`src/rtl/uart_pkg.sv`:
```
// Shared UART definitions: default generator widths and the divisor record
// held in the baud generator's shadow and active registers.
package uart_pkg;

    localparam int UART_DIV_W  = 16;
    localparam int UART_FRAC_W = 4;
    localparam int UART_OSR    = 16;

    typedef struct packed {
        logic [UART_DIV_W-1:0]  int_part;
        logic [UART_FRAC_W-1:0] frac_part;
    } baud_div_t;

endpackage

```
`src/rtl/uart_baud_gen_frac_core.sv`:
```
// Fractional cycle divider: counts clk cycles into oversample periods of
// div_int or div_int+1 cycles so the long-run average is div_int + frac/2^FRAC_W.
module frac_div_core #(
    parameter int DIV_W  = 16,
    parameter int FRAC_W = 4
) (
    input  logic              clk,
    input  logic              rst_n,
    input  logic              en,
    input  logic              clr,
    input  logic [DIV_W-1:0]  div_int,
    input  logic [FRAC_W-1:0] div_frac,
    output logic              wrap,
    output logic              os_tick
);

    logic [DIV_W-1:0]  cnt;
    logic [FRAC_W-1:0] acc;
    logic              extra;
    logic              hold;
    logic [DIV_W:0]    period_m1;
    logic [FRAC_W:0]   acc_sum;

    // One extra bit so a full 2^DIV_W period (div_int all ones plus extra) fits.
    assign period_m1 = {1'b0, div_int} + {{DIV_W{1'b0}}, extra} - {{DIV_W{1'b0}}, 1'b1};
    assign acc_sum   = {1'b0, acc} + {1'b0, div_frac};
    assign hold      = ~en | clr | (div_int == '0);
    assign wrap      = ~hold & ({1'b0, cnt} == period_m1);

    always_ff @(posedge clk or negedge rst_n) begin
        if (!rst_n) begin
            cnt     <= '0;
            acc     <= '0;
            extra   <= 1'b0;
            os_tick <= 1'b0;
        end else if (hold) begin
            cnt     <= '0;
            acc     <= '0;
            extra   <= 1'b0;
            os_tick <= 1'b0;
        end else if (wrap) begin
            cnt            <= '0;
            {extra, acc}   <= acc_sum;
            os_tick        <= 1'b1;
        end else begin
            cnt     <= cnt + DIV_W'(1);
            os_tick <= 1'b0;
        end
    end

endmodule

```
`src/rtl/uart_baud_gen_frac.sv`:
```
// Fractional baud generator top: shadow/active divisor handover, oversample
// counting and bit/mid-bit tick decode around the fractional divider core.
module uart_baud_gen_frac
    import uart_pkg::*;
#(
    parameter int DIV_W  = UART_DIV_W,
    parameter int FRAC_W = UART_FRAC_W,
    parameter int OSR    = UART_OSR
) (
    input  logic              clk,
    input  logic              rst_n,
    input  logic              en,
    input  logic [DIV_W-1:0]  div_int,
    input  logic [FRAC_W-1:0] div_frac,
    input  logic              div_load,
    input  logic              sync_clr,
    output logic              os_tick,
    output logic              bit_tick,
    output logic              mid_tick,
    output logic              cfg_err
);

    typedef struct packed {
        logic [DIV_W-1:0]  int_part;
        logic [FRAC_W-1:0] frac_part;
    } div_cfg_t;

    localparam int OS_W = (OSR > 2) ? $clog2(OSR) : 1;
    localparam logic [OS_W-1:0] OS_LAST = OS_W'(OSR - 1);
    localparam logic [OS_W-1:0] OS_MID  = OS_W'(OSR / 2);

    div_cfg_t        shadow;
    div_cfg_t        active;
    div_cfg_t        active_next;
    logic            pending;
    logic            apply;
    logic            zero_div;
    logic            wrap;
    logic            os_clr;
    logic [OS_W-1:0] os_cnt;
    logic [OS_W-1:0] os_cnt_inc;

    assign zero_div = (active.int_part == '0);
    // A zero active divisor never wraps, so a pending load must land at once.
    assign apply    = pending & (wrap | ~en | sync_clr | zero_div);

    always_comb begin
        active_next = active;
        if (apply)
            active_next = shadow;
    end

    always_ff @(posedge clk or negedge rst_n) begin
        if (!rst_n) begin
            shadow  <= '0;
            active  <= '0;
            pending <= 1'b0;
            cfg_err <= 1'b1;
        end else begin
            if (div_load)
                shadow <= '{int_part: div_int, frac_part: div_frac};
            active  <= active_next;
            cfg_err <= (active_next.int_part == '0);
            // A load coinciding with an apply stays pending for the next wrap.
            pending <= div_load | (pending & ~apply);
        end
    end

    frac_div_core #(
        .DIV_W  (DIV_W),
        .FRAC_W (FRAC_W)
    ) u_core (
        .clk      (clk),
        .rst_n    (rst_n),
        .en       (en),
        .clr      (sync_clr),
        .div_int  (active.int_part),
        .div_frac (active.frac_part),
        .wrap     (wrap),
        .os_tick  (os_tick)
    );

    assign os_clr     = ~en | sync_clr | zero_div;
    assign os_cnt_inc = (os_cnt == OS_LAST) ? '0 : os_cnt + OS_W'(1);

    always_ff @(posedge clk or negedge rst_n) begin
        if (!rst_n) begin
            os_cnt   <= '0;
            bit_tick <= 1'b0;
            mid_tick <= 1'b0;
        end else if (os_clr) begin
            os_cnt   <= '0;
            bit_tick <= 1'b0;
            mid_tick <= 1'b0;
        end else if (wrap) begin
            os_cnt   <= os_cnt_inc;
            bit_tick <= (os_cnt == OS_LAST);
            mid_tick <= (os_cnt_inc == OS_MID);
        end else begin
            bit_tick <= 1'b0;
            mid_tick <= 1'b0;
        end
    end

endmodule

```
`config.mk`:
```
export PLATFORM = sky130hd
export DESIGN_NAME = uart_baud_gen_frac
export DESIGN_NICKNAME = d
export VERILOG_FILES = /design/src/rtl/uart_pkg.sv /design/src/rtl/uart_baud_gen_frac_core.sv /design/src/rtl/uart_baud_gen_frac.sv
export SDC_FILE = /design/constraint.sdc
export NUM_CORES = 1
export LEC_CHECK = 0
export BUFFER_PORTS_ARGS = -buffer_cell sky130_fd_sc_hd__buf_2
export CAP_MARGIN = 10
export CORE_UTILIZATION = 25
export CTS_CLUSTER_DIAMETER = 120
export CTS_CLUSTER_SIZE = 8
export DETAILED_ROUTE_END_ITERATION = 10
export GPL_TIMING_DRIVEN = 0
export MAX_ROUTING_LAYER = met4
export SLEW_MARGIN = 25
export SYNTH_ARGS = -nofsm -noshare
export SYNTH_HDL_FRONTEND = slang
export SYNTH_HIERARCHICAL = 1
export SYNTH_SLANG_ARGS = --single-unit
```
`constraint.sdc`:
```
create_clock -name clk -period 2.9 [get_ports clk]
set_input_delay 0.435 -clock clk [delete_from_list [all_inputs] [get_ports clk]]
set_output_delay 0.435 -clock clk [all_outputs]
set_load 0.005 [all_outputs]
```
==> impl_metrics.yaml, run 1 <==
floorplanning:
  die_height_um: 126
  io_pins: 29
  fp.dieW_um: 126
  initial_core_util_pct: 26.0
  core-area_sq_um: 14700
  dieArea_sq_um: 15800
  rows: 44
routing:
  num_vias: 2768
  wl_per_cell_um: 14.9
  firstDrtPassIters: 4
  drt-initial-drc-count: 106
  ant_nets: 0
  wl_mm: 8.68
  routed_via_density: 4.75
  remaining_drc_errors: 0
global_routing:
  grt_busiest_layer: "met2"
  grt_start_max_net_pins: 37
  grtUsageTotal_pct: 12.4
  grt_pass1_vias: 2881
  grt_pass1_wl_mm: 14.7
  gr-usage-met3_pct: 2.44
  overflow: 0
  antenna_found_initial: 0
  grt_util_met2_pct: 20.3
  grt_use_met1_pct: 14.6
sta:
  worstMarginPinSlew_ns: 0.679
  max_slew_margin_pct: 54.7
  min_period_ns: 3.03
  finalHoldViolations: 0
  post-route-period-util_pct: 105
  tns_ns: -2.21
  rsz0062_at_grt: "true"
  clock_skew_ns: 0.00717
  setup-violations-final: 25
  drv_slew: 0
  max_clock_freq_mhz: 330
  setup_ws_ns: -0.132
layout:
  final_util_pct: 33.1
  fin_nets: 429
  nFillCells: 1392
  final_layout_size_suffix_gt1_share_pct: 39.8
  synthToLayoutAreaGrowth_pct: 27.5
  n_antenna_cell: 0
  design_area_sq_um: 4860
  multi_input_area_sq_um: 2150
  seqCellArea_sq_um: 1760
power_and_ir_drop:
  powerDensity_nw_per_um2: 571
  p_seq_share_pct: 42.9
  totalPowerFinal_uw: 2770
  p_leak_uw: 0.00209
  ir_drop_uv: 331
  power_frac_clock_pct: 38.5
  internal-power_uw: 2010
  p_sw_share_pct: 27.6
  power.switching_uw: 766
  p_comb_share_pct: 18.6
synthesis:
  yosysTopAreaCell: "dfrtp_1"
  avgSynthCellArea_sq_um: 11.6
  ys_warn_count: 6
  syn_nets: 365
  yosysMostFrequentCell: "dfrtp_1"
  ys_types: 55
  synth_seq_area_share_pct: 45.9
  yosys-top-cells-area: "dfrtp_1 45%, mux2_4 7.9%, mux2_2 5.9%"
  synth_ff_type: "dfrtp_1"
  syn_area_sq_um: 3810
  netlist.area_leader.share_pct: 45.3
  async_flop_share_pct: 100
  synth_commonest_cells: "69 x dfrtp_1, 28 x nor2_1, 20 x mux2_2, 20 x mux2_4, 18 x xnor2_1"
  synth_edf_count: 0
  syn-instance-count: 330
  yosys_register_bits: 70
clock_network:
  cts-root-buf: "clkbuf_16"
  clk_pin_slew_worst_paths_ns: 0.06
  cts.path.max_buffers: 2
  tritoncts: "built"
  cts-htree-levels: 3
  cts_buffers: 9
  insertion_delay_ns: 0.34
  cts_sinks: 70
setup_path:
  critPathKind: "flip-flop to flip-flop"
  end_kind: "flip-flop"
  start_kind: "flip-flop"
  worstPathMaxFanout: 5
  worstPathArrival_ns: 3.25
  crit_required_ns: 3.12
job:
  maxCapViolations: 0
placement:
  portBuffers: 28
  post_dp_cell_area_sq_um: 4250
  gp_congestion: 0.856
  dpl.hpwl_mm: 6.09
run_status:
  status: "finished, violations left"
  violations: "setup timing"
worst_hold_path:
  hold_class: "primary input to async pin"
cell type report:
class,count,area share [%]
Inverter,5,0.386
Clock buffer,12,4.86
Buffer,8,1.21
Sequential cell,70,36.2
Tap cell,184,4.73
Clock inverter,4,0.978
Timing Repair Buffer,53,7.51
Multi-Input combinational cell,247,44.1
placed cells by master, fill, tap and decap left out, types with 3 or more instances in the layout:
master / n
buf_6: 8
a31oi_1: 3
and4_1: 4
ha_1: 7
o211ai_1: 3
and3_1: 3
nor4_4: 3
o21ai_0: 4
nand3_1: 6
or4_4: 3
inv_1: 3
and2_1: 3
nand4_1: 12
buf_4: 20
nor4_1: 9
mux2_4: 20
nor3_2: 4
xor2_1: 16
dfrtp_1: 64
nor3_1: 5
a21oi_1: 9
nor2_1: 28
mux2_2: 20
nand2_2: 3
nand2_1: 13
xnor2_1: 17
dfrtp_2: 5
clkbuf_16: 9
nand2b_1: 4
clkbuf_1: 7
a21o_1: 3
buf_2: 27
logic make-up after synthesis:
group | after synthesis | synth area share (%)
and+or+nand+nor | 117 | 18.1
adders and majority gates | 10 | 3.48
DFF | 70 | 45.9
AOI/OAI and AO/OA | 43 | 8.20
xor gates and xnor gates | 35 | 8.23
muxes | 42 | 14.3
buffers and inverters | 13 | 1.77
what timing repair did:
action / CTS / global route
resized for setup: 20 / 20
hold buffers: 0 / 0
pin swaps: 10 / 13
setup buffers: 13 / 11
cloned: 2 / 0
setup endpoints to repair: 38 / 38
state kept, by name (all words and copies together) (netlist names):
| name | flops |
|---|---|
| shadow | 20 |
| u_core/extra | 1 |
| active | 20 |
| cfg_err | 1 |
| u_core/cnt | 16 |
| pending | 1 |
| mid_tick | 1 |
| u_core/acc | 4 |
| os_cnt | 4 |
| u_core/os_tick | 1 |
| bit_tick | 1 |
worst max-delay path, stage by stage, from the launching register on:
cell and delay [ns]:
dfrtp_1 0.36, inv_2 0.05, ha_4 0.17, ha_4 0.26, xor2_1 0.12, o211ai_1 0.12
a211oi_2 0.17, nand3_1 0.14, nor2_1 0.14, o2111ai_2 0.18, nor4_4 0.34, clkbuf_8 0.22
o31ai_4 0.06, buf_6 0.14, buf_6 0.13, mux2_4 0.29
power groups by stage:
stage | registers, uW | logic (uW) | clock network (uW)
final | 1190 | 516 | 1070
after global routing | 1210 | 565 | 1130
after CTS | 1190 | 499 | 1090
after detailed placement | 1210 | 442 | 0
after global placement | 1210 | 427 | 0
after floorplan | 1170 | 344 | 0
path summary, 6_finish.rpt:
kind	startpoint	end	slack, ns	cells past startpoint
worst max-delay path	u_core/extra	active[15]	-0.13	15
worst min-delay path	rst_n	u_core/cnt[5]	0.05	1
worst max register to register	u_core/extra	active[15]	-0.13	15
worst min register to register	shadow[0]	active[0]	0.51	1
max in group asynchronous	rst_n	cfg_err	2.24	2
min in group clk	div_int[15]	shadow[19]	0.32	2
metrics by stage:
| step | hold WS, ns | setup WS (ns) | instances |
|---|---|---|---|
| 2_1_floorplan | 0.139 | 0.106 | 330 |
| 3_5_place_dp | 0.427 | -0.598 | 543 |
| 5_1_grt | 0.0897 | -0.260 | 583 |
| 4_1_cts | 0.0628 | -0.0992 | 573 |
| 3_3_place_gp | 0.489 | -0.556 | 542 |
| 6_report | 0.0515 | -0.132 | 583 |
per-layer routing:
| metal | share of wire, % | wire, um |
|---|---|---|
| met1 | 45 | 3880 |
| met2 | 49 | 4290 |
| met3 | 3.7 | 319 |
| met4 | 2.1 | 181 |
| met5 | 0 | 0 |
Note: power is estimated with default switching activity, not from simulation.
==> inputs of run 2 (changes only) <==
--- a/config.mk
+++ b/config.mk
@@ -7,12 +7,15 @@
 export LEC_CHECK = 0
 export BUFFER_PORTS_ARGS = -buffer_cell sky130_fd_sc_hd__buf_2
 export CAP_MARGIN = 10
+export CELL_PAD_IN_SITES_DETAIL_PLACEMENT = 1
+export CELL_PAD_IN_SITES_GLOBAL_PLACEMENT = 2
 export CORE_UTILIZATION = 25
 export CTS_CLUSTER_DIAMETER = 120
 export CTS_CLUSTER_SIZE = 8
 export DETAILED_ROUTE_END_ITERATION = 10
 export GPL_TIMING_DRIVEN = 0
 export MAX_ROUTING_LAYER = met4
+export PLACE_DENSITY_LB_ADDON = 0.1
 export SLEW_MARGIN = 25
 export SYNTH_ARGS = -nofsm -noshare
 export SYNTH_HDL_FRONTEND = slang
==> run 2 against run 1 <==
  * The run still ends with setup timing left
  * Power increased by 6.0%
  * Global-route usage increased by 2.7 points
  * Critical path depth decreased by 4
  * Sequential power about the same
  * Clock power increased by 8%
  * Die area unchanged
  * Non-clock buffer count decreased by 1
  * First-iteration DRC count decreased by 34%
  * Sequential cell count unchanged
  * Sequential share of layout area about the same
  * Via count increased by 1.2%
  * Clock-buffer cell count decreased by 1
  * Largest power group unchanged
==> impl_metrics.yaml, run 2 (same netlist as run 1, synthesis figures left out) <==
sta:
  setup_ws_ns: -0.00785
  finalHoldViolations: 0
  worstMarginPinSlew_ns: 0.727
  post-route-period-util_pct: 100
  clock_skew_ns: 0.00961
  tns_ns: -0.0147
  setup-violations-final: 2
  rsz0062_at_grt: "true"
  drv_slew: 0
  max_slew_margin_pct: 51.6
  min_period_ns: 2.91
  max_clock_freq_mhz: 344
setup_path:
  start_kind: "flip-flop"
  crit_required_ns: 3.12
  critPathTopFamily: "simple AND/OR/NAND/NOR gates"
  path_cells: "inv_2 > ha_4 > ha_4 > and2b_2 > nand2_1 > or4_4 > o211ai_1 > nor4_4 > o31ai_4 > buf_6 > mux2_4"
  crit_top_cell: "ha_4"
  critPathKind: "flip-flop to flip-flop"
  max_stage_delay_ns: 0.49
  cp_num_buf_inv: 2
  cp_slowest_cell: "or4_4"
  worstPathMaxFanout: 5
  worstPathArrival_ns: 3.13
  end_kind: "flip-flop"
global_routing:
  grt_pass1_vias: 3041
  grt_pass1_wl_mm: 17.2
  overflow: 0
  grt_start_max_net_pins: 51
  grtUsageTotal_pct: 15.0
  antenna_found_initial: 0
power_and_ir_drop:
  internal-power_uw: 2090
  power_frac_clock_pct: 39.6
  ir_drop_uv: 298
  powerDensity_nw_per_um2: 604
  power.switching_uw: 853
  p_sw_share_pct: 29.0
  p_comb_share_pct: 19.8
  p_leak_uw: 0.00209
  p_seq_share_pct: 40.6
routing:
  wl_per_cell_um: 18.1
  ant_nets: 0
  wl_mm: 10.5
  drt-initial-drc-count: 70
  remaining_drc_errors: 0
  num_vias: 2800
  firstDrtPassIters: 4
  routed_via_density: 4.81
placement:
  post_dp_cell_area_sq_um: 4260
  dpl.hpwl_mm: 7.29
  portBuffers: 28
  gp_congestion: 0.721
  place_ws_ns: -0.900
  dp.cells: 543
layout:
  layout.cells.non_filler: 582
  final_cell_mix: "61 x dfrtp_1, 27 x nor2_1, 27 x buf_2, 22 x buf_4"
  design_area_sq_um: 4870
  nFillCells: 1626
  fin_nets: 428
  synthToLayoutAreaGrowth_pct: 27.6
  top_regs: "active: 20 flops, shadow: 20 flops, u_core/cnt: 16 flops"
  final_layout_size_suffix_gt1_share_pct: 39.7
  mostFrequentLayoutCell: "dfrtp_1"
  multi_input_area_sq_um: 2130
  seqCellArea_sq_um: 1760
  n_antenna_cell: 0
floorplanning:
  io_pins: 29
  die_height_um: 126
  rows: 44
  fp.dieW_um: 126
  initial_core_util_pct: 26.0
  dieArea_sq_um: 15800
  core-area_sq_um: 14700
run_status:
  violations: "setup timing"
  status: "finished, violations left"
job:
  maxCapViolations: 0
clock_network:
  cts_buffers: 9
  cts-root-buf: "clkbuf_16"
  cts_sinks: 70
  cts.path.max_buffers: 2
  insertion_delay_ns: 0.35
  cts-htree-levels: 3
  clk_pin_slew_worst_paths_ns: 0.06
  tritoncts: "built"
worst_hold_path:
  hold_class: "primary input to flip-flop"
run 2: changes by cell type in the layout (fill, tap and decap cells not counted), sizes merged:
| cell | change |
|---|---|
| clkinv | +2 |
| dlygate4sd3 | +1 |
| clkbuf | -2 |
| buf | -1 |
| clkinvlp | -1 |
run 2: metrics by stage:
stage	power [uW]	utilization (%)	hold slack, ns
after global routing	3090	33.1	0.315
after floorplan	1510	-	0.139
after CTS	2940	32.4	0.306
after detailed placement	1690	28.9	0.360
final	2940	33.1	0.318
after global placement	1670	28.7	0.488
run 2: layout make-up:
class | count | area share, %
Clock inverter | 5 | 1.18
Buffer | 7 | 0.925
Inverter | 5 | 0.386
Clock buffer | 11 | 5.19
Sequential cell | 70 | 36.2
Timing Repair Buffer | 53 | 7.66
Multi-Input combinational cell | 247 | 43.7
Tap cell | 184 | 4.73
run 2: what timing repair did:
| item | CTS | global route |
|---|---|---|
| hold endpoints to repair | 20 | 0 |
| pin swaps | 6 | 10 |
| gates resized for setup | 18 | 15 |
| setup buffers | 13 | 10 |
| gates cloned | 1 | 1 |
| endpoints found under the setup margin | 45 | 39 |
| hold buffers | 1 | 0 |
run 2: layer usage:
metal	GRT usage, %	share of wire, %	vias up
li1	-	-	1336
met1	19.0	48	1420
met2	23.5	48	31
met3	3.08	2.1	13
met4	5.95	2.0	0
met5	-	0	-
run 2: power groups by stage:
stage	combinational [uW]	clock, uW	sequential, uW
detailed placement	463	0	1230
CTS	538	1200	1200
finish	584	1160	1190
floorplan	344	0	1170
global route	632	1250	1210
global placement	450	0	1220
run 2: final timing paths:
kind,end,cells after the start,startpoint,slack (ns)
setup / recovery,active[2],11,active[4],-0.008
hold / removal,shadow[17],2,div_int[13],0.32
setup reg to reg,active[2],11,active[4],-0.008
hold reg to reg,active[3],1,shadow[3],0.50
max in group asynchronous,cfg_err,3,rst_n,1.76
min in group asynchronous,u_core/cnt[1],2,rst_n,0.52
run 2: worst register-to-register path, delay by kind of cell (launching register included):
| kind | cells | cell delay [ns] |
|---|---|---|
| mux | 1 | 0.31 |
| flops | 1 | 0.39 |
| simple gates | 4 | 0.82 |
| buf+inv | 2 | 0.27 |
| fa+ha+maj | 2 | 0.30 |
| compound gates | 2 | 0.69 |
